--- config.mk ---
export PLATFORM = sky130hd
export DESIGN_NAME = hpdcache_fifo_ft
export DESIGN_NICKNAME = d
export VERILOG_FILES = /design/src/rtl/hpdcache_fifo_ft_pkg.sv /design/src/rtl/hpdcache_mod_counter.sv /design/src/rtl/hpdcache_fifo_ft.sv
export SDC_FILE = /design/constraint.sdc
export NUM_CORES = 1
export LEC_CHECK = 0
export ABC_CLOCK_PERIOD_IN_PS = 4650
export CAP_MARGIN = 20
export CORE_UTILIZATION = 35
export DETAILED_ROUTE_END_ITERATION = 8
export MAX_ROUTING_LAYER = met4
export PLACE_DENSITY = 0.66
export SKIP_LAST_GASP = 1
export SYNTH_ARGS = -nofsm -noshare
export SYNTH_HDL_FRONTEND = slang
export SYNTH_HIERARCHICAL = 1
export SYNTH_SLANG_ARGS = --single-unit
export TNS_END_PERCENT = 1
--- constraint.sdc ---
create_clock -name clk_i -period 4.65 [get_ports clk_i]
set_input_delay 0.93 -clock clk_i [delete_from_list [all_inputs] [get_ports clk_i]]
set_output_delay 0.93 -clock clk_i [all_outputs]
set_load 0.02 [all_outputs]
--- src/rtl/hpdcache_fifo_ft_pkg.sv ---
// hpdcache_fifo_ft_pkg: shared helpers for the refill FIFO and its pointer counters.
package hpdcache_fifo_ft_pkg;

    // Pointer width for an N-entry ring; a single-entry ring still needs one bit.
    function automatic int unsigned ptr_width(input int unsigned n);
        return (n > 1) ? $clog2(n) : 1;
    endfunction

endpackage

--- src/rtl/hpdcache_mod_counter.sv ---
// hpdcache_mod_counter: modulo-N up-counter with enable and synchronous clear.
module hpdcache_mod_counter
    import hpdcache_fifo_ft_pkg::*;
#(
    parameter int unsigned N = 2,
    parameter int unsigned W = ptr_width(N)
) (
    input  logic         clk_i,
    input  logic         rst_ni,
    input  logic         clr_i,
    input  logic         en_i,
    output logic [W-1:0] q_o
);

    logic [W-1:0] cnt_q, cnt_d;

    // Wrap by compare so that non-power-of-two moduli work.
    always_comb begin
        cnt_d = cnt_q;
        if (clr_i)     cnt_d = '0;
        else if (en_i) cnt_d = (cnt_q == W'(N - 1)) ? '0 : cnt_q + 1'b1;
    end

    always_ff @(posedge clk_i or negedge rst_ni) begin
        if (!rst_ni) cnt_q <= '0;
        else         cnt_q <= cnt_d;
    end

    assign q_o = cnt_q;

endmodule

--- src/rtl/hpdcache_fifo_ft.sv ---
// hpdcache_fifo_ft: refill-response FIFO with optional feedthrough, flush,
// arbitrary depth, almost-full flag and occupancy/high-water reporting.
module hpdcache_fifo_ft
    import hpdcache_fifo_ft_pkg::*;
#(
    parameter int unsigned DATA_WIDTH      = 64,
    parameter int unsigned FIFO_DEPTH      = 2,
    parameter bit          FEEDTHROUGH     = 1'b0,
    parameter int unsigned ALMOST_FULL_THR = FIFO_DEPTH - 1,
    parameter int unsigned USED_WIDTH      = $clog2(FIFO_DEPTH + 1)
) (
    input  logic                  clk_i,
    input  logic                  rst_ni,
    input  logic                  flush_i,
    input  logic                  w_i,
    output logic                  wok_o,
    input  logic [DATA_WIDTH-1:0] wdata_i,
    input  logic                  r_i,
    output logic                  rok_o,
    output logic [DATA_WIDTH-1:0] rdata_o,
    output logic [USED_WIDTH-1:0] used_o,
    output logic [USED_WIDTH-1:0] used_max_o,
    output logic                  almost_full_o
);

    localparam int unsigned PW = ptr_width(FIFO_DEPTH);

    logic [DATA_WIDTH-1:0] mem_q [FIFO_DEPTH];
    logic [PW-1:0]         wptr, rptr;
    logic [USED_WIDTH-1:0] used_q, used_d, used_max_q, used_max_d;
    logic                  full, empty, push, pop, ft, wr_en, rd_en;

    assign full  = (used_q == USED_WIDTH'(FIFO_DEPTH));
    assign empty = (used_q == '0);

    assign wok_o = !full && !flush_i;
    assign rok_o = (!empty || (FEEDTHROUGH && w_i)) && !flush_i;

    assign push  = w_i && wok_o;
    assign pop   = r_i && rok_o;
    // A push consumed in the same cycle on an empty FIFO never touches storage.
    assign ft    = FEEDTHROUGH && empty && push && pop;
    assign wr_en = push && !ft;
    assign rd_en = pop && !ft;

    assign used_d     = flush_i ? '0 : used_q + USED_WIDTH'(wr_en) - USED_WIDTH'(rd_en);
    assign used_max_d = (used_d > used_max_q) ? used_d : used_max_q;

    hpdcache_mod_counter #(.N(FIFO_DEPTH)) wptr_cnt (
        .clk_i  (clk_i),
        .rst_ni (rst_ni),
        .clr_i  (flush_i),
        .en_i   (wr_en),
        .q_o    (wptr)
    );

    hpdcache_mod_counter #(.N(FIFO_DEPTH)) rptr_cnt (
        .clk_i  (clk_i),
        .rst_ni (rst_ni),
        .clr_i  (flush_i),
        .en_i   (rd_en),
        .q_o    (rptr)
    );

    always_ff @(posedge clk_i or negedge rst_ni) begin
        if (!rst_ni) begin
            used_q     <= '0;
            used_max_q <= '0;
        end else begin
            used_q     <= used_d;
            used_max_q <= used_max_d;
        end
    end

    // Payload storage is deliberately left uninitialised on reset and flush.
    always_ff @(posedge clk_i) begin
        if (wr_en) mem_q[wptr] <= wdata_i;
    end

    assign rdata_o       = (FEEDTHROUGH && empty) ? wdata_i : mem_q[rptr];
    assign used_o        = used_q;
    assign used_max_o    = used_max_q;
    assign almost_full_o = (used_q >= USED_WIDTH'(ALMOST_FULL_THR));

`ifdef ASSERT_OVERFLOW
    overflow_a: assert property (@(posedge clk_i) disable iff (!rst_ni) !(w_i && full))
        else $warning("write while full ignored");
`endif

endmodule

After elaboration in Yosys (flattened, before gate mapping):

Memory sizes are Yosys's and may differ from the RTL's.
Index checks and enable logic that the tools add are counted.

* flip-flop bits (word level): 6
* bits in writable memories: 128
* output and inout bits: 71
* word-level logic and storage cells: 31
* memories kept: 1

Memories
* mem_q: depth 2, bits a word 64, read ports 1, clocked after memory_dff 0, wr ports 1, RTL line hpdcache_fifo_ft.sv:28 `logic [DATA_WIDTH-1:0] mem_q [FIFO_DEPTH];`

* add/subtract/negate cells: 4
* magnitude comparators: 2
* equal/unequal tests: 1
* mux-type cells: 9
* reductions and logical operators: 10

Operator list (count)
* 1-bit two-way mux: 8
* 1-bit logical AND: 4
* 2-bit nonzero test: 2
* 1-bit zero test: 3
* 1-bit adder, second input constant: 2
* 2-bit by 1-bit adder with 2-bit output: 1
* 2-bit == test, second input constant: 1
* 2-bit by 1-bit >= comparator with 1-bit output, second input constant: 1
* 2-bit > comparator: 1
* 2-bit zero test: 1
* 2-bit two-way mux: 1
* 2-bit by 1-bit subtractor with 2-bit output: 1

Logic depth before layout (Yosys ltp):

* depth after elaboration: 8
* mapped depth: 12
* mapped depth without buffers: 12

Modules after synthesis:

Netlist, hierarchy kept.

By module, submodules not included
* hpdcache_fifo_ft: instances 1, cells an instance 229, area an instance 4899.7 um^2
* hpdcache_mod_counter: instances 2, cells an instance 3, area an instance 37.5 um^2

Worst setup path after synthesis:

Ideal clock, no wire load.

* kind: input-to-reg
* start: input flush_i
* end: memory mem_q[0][0] (enable)
* library setup time: 487 ps
* arrival time: 3822 ps
* setup slack: 342 ps
* cell stages on the path: 3
* buffers on the path: 0
* cells stage by stage: inv_1 > o211ai_1 > nor2_1

* word-level cells in the longest chain between the ends: 5

RTL lines
* start: declaration: RTL line hpdcache_fifo_ft.sv:14 `input logic flush_i,`
* 1-bit zero test: RTL line hpdcache_fifo_ft.sv:36 `assign wok_o = !full && !flush_i;`
* 1-bit logical AND: RTL line hpdcache_fifo_ft.sv:36
* 1-bit logical AND: RTL line hpdcache_fifo_ft.sv:39 `assign push = w_i && wok_o;`
* 1-bit two-way mux: RTL line hpdcache_fifo_ft.sv:77 `if (wr_en) mem_q[wptr] <= wdata_i;`
* 1-bit two-way mux (implied by the code): RTL line hpdcache_fifo_ft.sv:77
* end: declaration: RTL line hpdcache_fifo_ft.sv:28

No other way between the ends.

Worst setup path after layout:

* start: input flush_i
* end: register used_max_q[0], in the netlist used_max_o[0]

* word-level cells in the longest chain between the ends: 7
* elaborated cells on any way between the ends: 9
* those cells by class: add/sub: 2; order compare: 1; mux: 1; reduce/logical: 5

RTL lines
* 1-bit zero test: RTL line hpdcache_fifo_ft.sv:36, hpdcache_fifo_ft.sv:37
* 1-bit logical AND: RTL line hpdcache_fifo_ft.sv:36
* 1-bit logical AND: RTL line hpdcache_fifo_ft.sv:39
* 2-bit by 1-bit adder with 2-bit output: RTL line hpdcache_fifo_ft.sv:46 `assign used_d = flush_i ? '0 : used_q + USED_WIDTH'(wr_en) - USED_WIDTH'(rd_en);`
* 2-bit by 1-bit subtractor with 2-bit output: RTL line hpdcache_fifo_ft.sv:46
* 2-bit two-way mux *: RTL line hpdcache_fifo_ft.sv:46
* via used_d[1]: RTL line hpdcache_fifo_ft.sv:30 `logic [USED_WIDTH-1:0] used_q, used_d, used_max_q, used_max_d;`
* 2-bit > comparator *: RTL line hpdcache_fifo_ft.sv:47 `assign used_max_d = (used_d > used_max_q) ? used_d : used_max_q;`
* end signal: assignment: RTL line hpdcache_fifo_ft.sv:71 `used_max_q <= used_max_d;`
* end: declaration: RTL line hpdcache_fifo_ft.sv:30

The timed path passes the listed nets; every way through them passes the cells marked *.
A chain may end at the register's enable or synchronous reset.

==> metrics.txt <==
Crit Path Category=in -> reg; clk slew on worst S/H paths=around 50 ps; CTS tree=built; number of antenna-violating nets in the routed design=0; PnR worst setup slack=1126 ps; Rows=43; Final Util=just over 50%; CP Launch Type=input port; Remaining Overflow, GRT=0; asr flop ratio synth=under 10%; Netlist Area Pre-Place=around 5000 sq um; syn_nets=roughly 310; Setup Skew=5.695 ps; Initial Util=a little over a third; Syn-to-layout area delta=45.05%; height of the die=121.2 microns; Max Cap Viol=0; vias in the first global route=2763; critical path peak fanout=5; IO Count=140; Hold Path Cell Cnt=1; die area=approximately 15000 sq um; Slew HR=roughly half; CTS Buf Count=17; DP Wirelength=about 6000 microns; Chip Width=approximately 120 microns; RSZ-0062 raised after global routing=false; R2R setup slack=1680 ps; Core Box Area=13880 sq um; DRC=0; vias=roughly 2600; status=finished clean; commonest non-fill, non-tap cell in the layout=clkdlybuf4s50_1; worst-case reg-to-reg path depth=12; RR Startpoint=used_o[0]; Worst EP arrival=3820 ps; element type at the critical path end=flip-flop; H-tree Lvls=4; CP Launch Point=flush_i; Hold Path Class=reg -> reg; power density cells=465.5 nW/um^2; Max Freq=roughly 280 MHz; Final TNS setup=0 ps; Seq/Total Area, Yosys=80.28%; DR iter-0 viols=roughly 140; Hold Startpoint=used_max_o[1]; peak supply drop=around 0.24 mV; DRT Pass-1 Iters=4; Post-CTS Repair Setup Buffers=0; Sink Count=~130; Worst-Margin Slew=778.0 ps; post-synthesis cell count=~240; wire per inst=about 16 microns; drt via density=around 4.5; LEAKAGE=~2.5 nW; Seq cells post-synth=134; antenna cell count=0; Synth Flop Type=edfxtp_1; clock latency at the later pin of the worst-skew pair=about 410 ps; Critical Path RT=between 4000 and 5000 ps; Fin. Hold Viols=0; first-pass GRT wire length=about 14000 microns; GRT Total Usage=between 10 and 15%; # setup viols final=0; crit path time final=about 3500 ps; antenna violations before repair=0; global placement routability congestion=between 0.7 and 0.8; Post-synth EDFFs=approximately 130; clock tree buffer depth=2; Post-CTS Hold Fix Bufs=0; # nets final=around 460; clock root buffer=clkbuf_16; Post-Syn Area per Cell=21.17 sq um; synth warn=6; post-synth cell types=17; Port Buffers=roughly 140; largest net degree at the start of global routing=38; most frequent cells in the layout=139 x clkdlybuf4s50_1, 128 x edfxtp_1, 66 x mux2_2; pre-CTS WS=~700 ps; Pwr Total=~3.4 mW; max-slew violations=0; period utilisation layout=approximately 76%; share of post-route cells with drive strength above 1=roughly 26%; Resized cells post-CTS=0; Detailed Route WL=approximately 9300 microns
## power by group
group / internal (mW) / switching [mW] / total, mW
logic: 0.291 / 0.252 / 0.543
registers: 1.40 / 0.0351 / 1.44
clock network: 0.892 / 0.484 / 1.38
## sequential cells by signal, indices dropped and copies added, names as in the netlist
register / count
rptr_cnt/q_o: 1
wptr_cnt/q_o: 1
used_max_o: 2
used_o: 2
mem_q: 128
## synthesized netlist by cell type (2+ instances only)
cell type  count  share of area (%)
nand2_1        2               0.15
inv_1          7               0.53
buf_4          6               0.91
and2_1         2               0.25
dfrtp_1        6                3.0
xnor2_1        2               0.35
edfxtp_1     128                 77
ha_1           4                1.0
mux2_2        66                 15
nor2_1         5               0.38
## through the flow
step	area, sq um	hold slack (ps)	std cells
after global routing	7216	606.2	582
after detailed placement	6606	541.3	551
after floorplan	4975	495.7	235
final	7216	554.6	582
after CTS	7216	558.0	582
after global placement	6606	535.3	551
## worst max-delay path, stage by stage
cell and delay [ps]:
clkdlybuf4s50_1 510, inv_1 140, o211ai_1 180, ha_1 330
inv_1 40, ha_1 180, xnor3_1 340, nor2_2 150
ha_1 270, nor2b_1 130, o21ai_0 250, mux2_2 370
## area by class of cell
| type | instances | area [sq um] |
|---|---|---|
| clock inverters | 13 | 180.2 |
| flip-flops and latches | 134 | 3995 |
| repair buffers | 143 | 1446 |
| well taps | 180 | 225.2 |
| clock buffers | 18 | 429.2 |
| fillers | 1132 | 6665 |
| inverters | 7 | 26.28 |
| multi-input cells | 87 | 913.4 |
## routing by layer
layer,share of wire (%),global-route usage [%],up-vias
met3,5.3,4.793,12
met2,51,21.93,86
met1,42,15.28,1282
li1,-,-,1230
met5,0,-,-
met4,1.8,7.176,0
## final timing paths
path,endpoint
max in group asynchronous,rptr_cnt/q_o
min in group asynchronous,wptr_cnt/q_o
worst max register to register,used_max_o[0]
worst min register to register,used_max_o[1]
worst min-delay path,used_max_o[1]
worst max-delay path,used_max_o[0]
## cells by family (layout without fill, tap and decap cells)
group	Yosys count	count (layout)	synth area share (%)
adder cells (fa/ha/maj)	4	4	1.006
AO/OA/AOI/OAI	3	3	0.4024
flip-flops	134	134	80.28
AND/OR/NAND/NOR	11	11	1.031
XOR/XNOR	3	3	0.8049
buffers and inverters	14	181	1.534
multiplexers	66	66	14.94
Note: power is estimated with default switching activity, not from simulation.
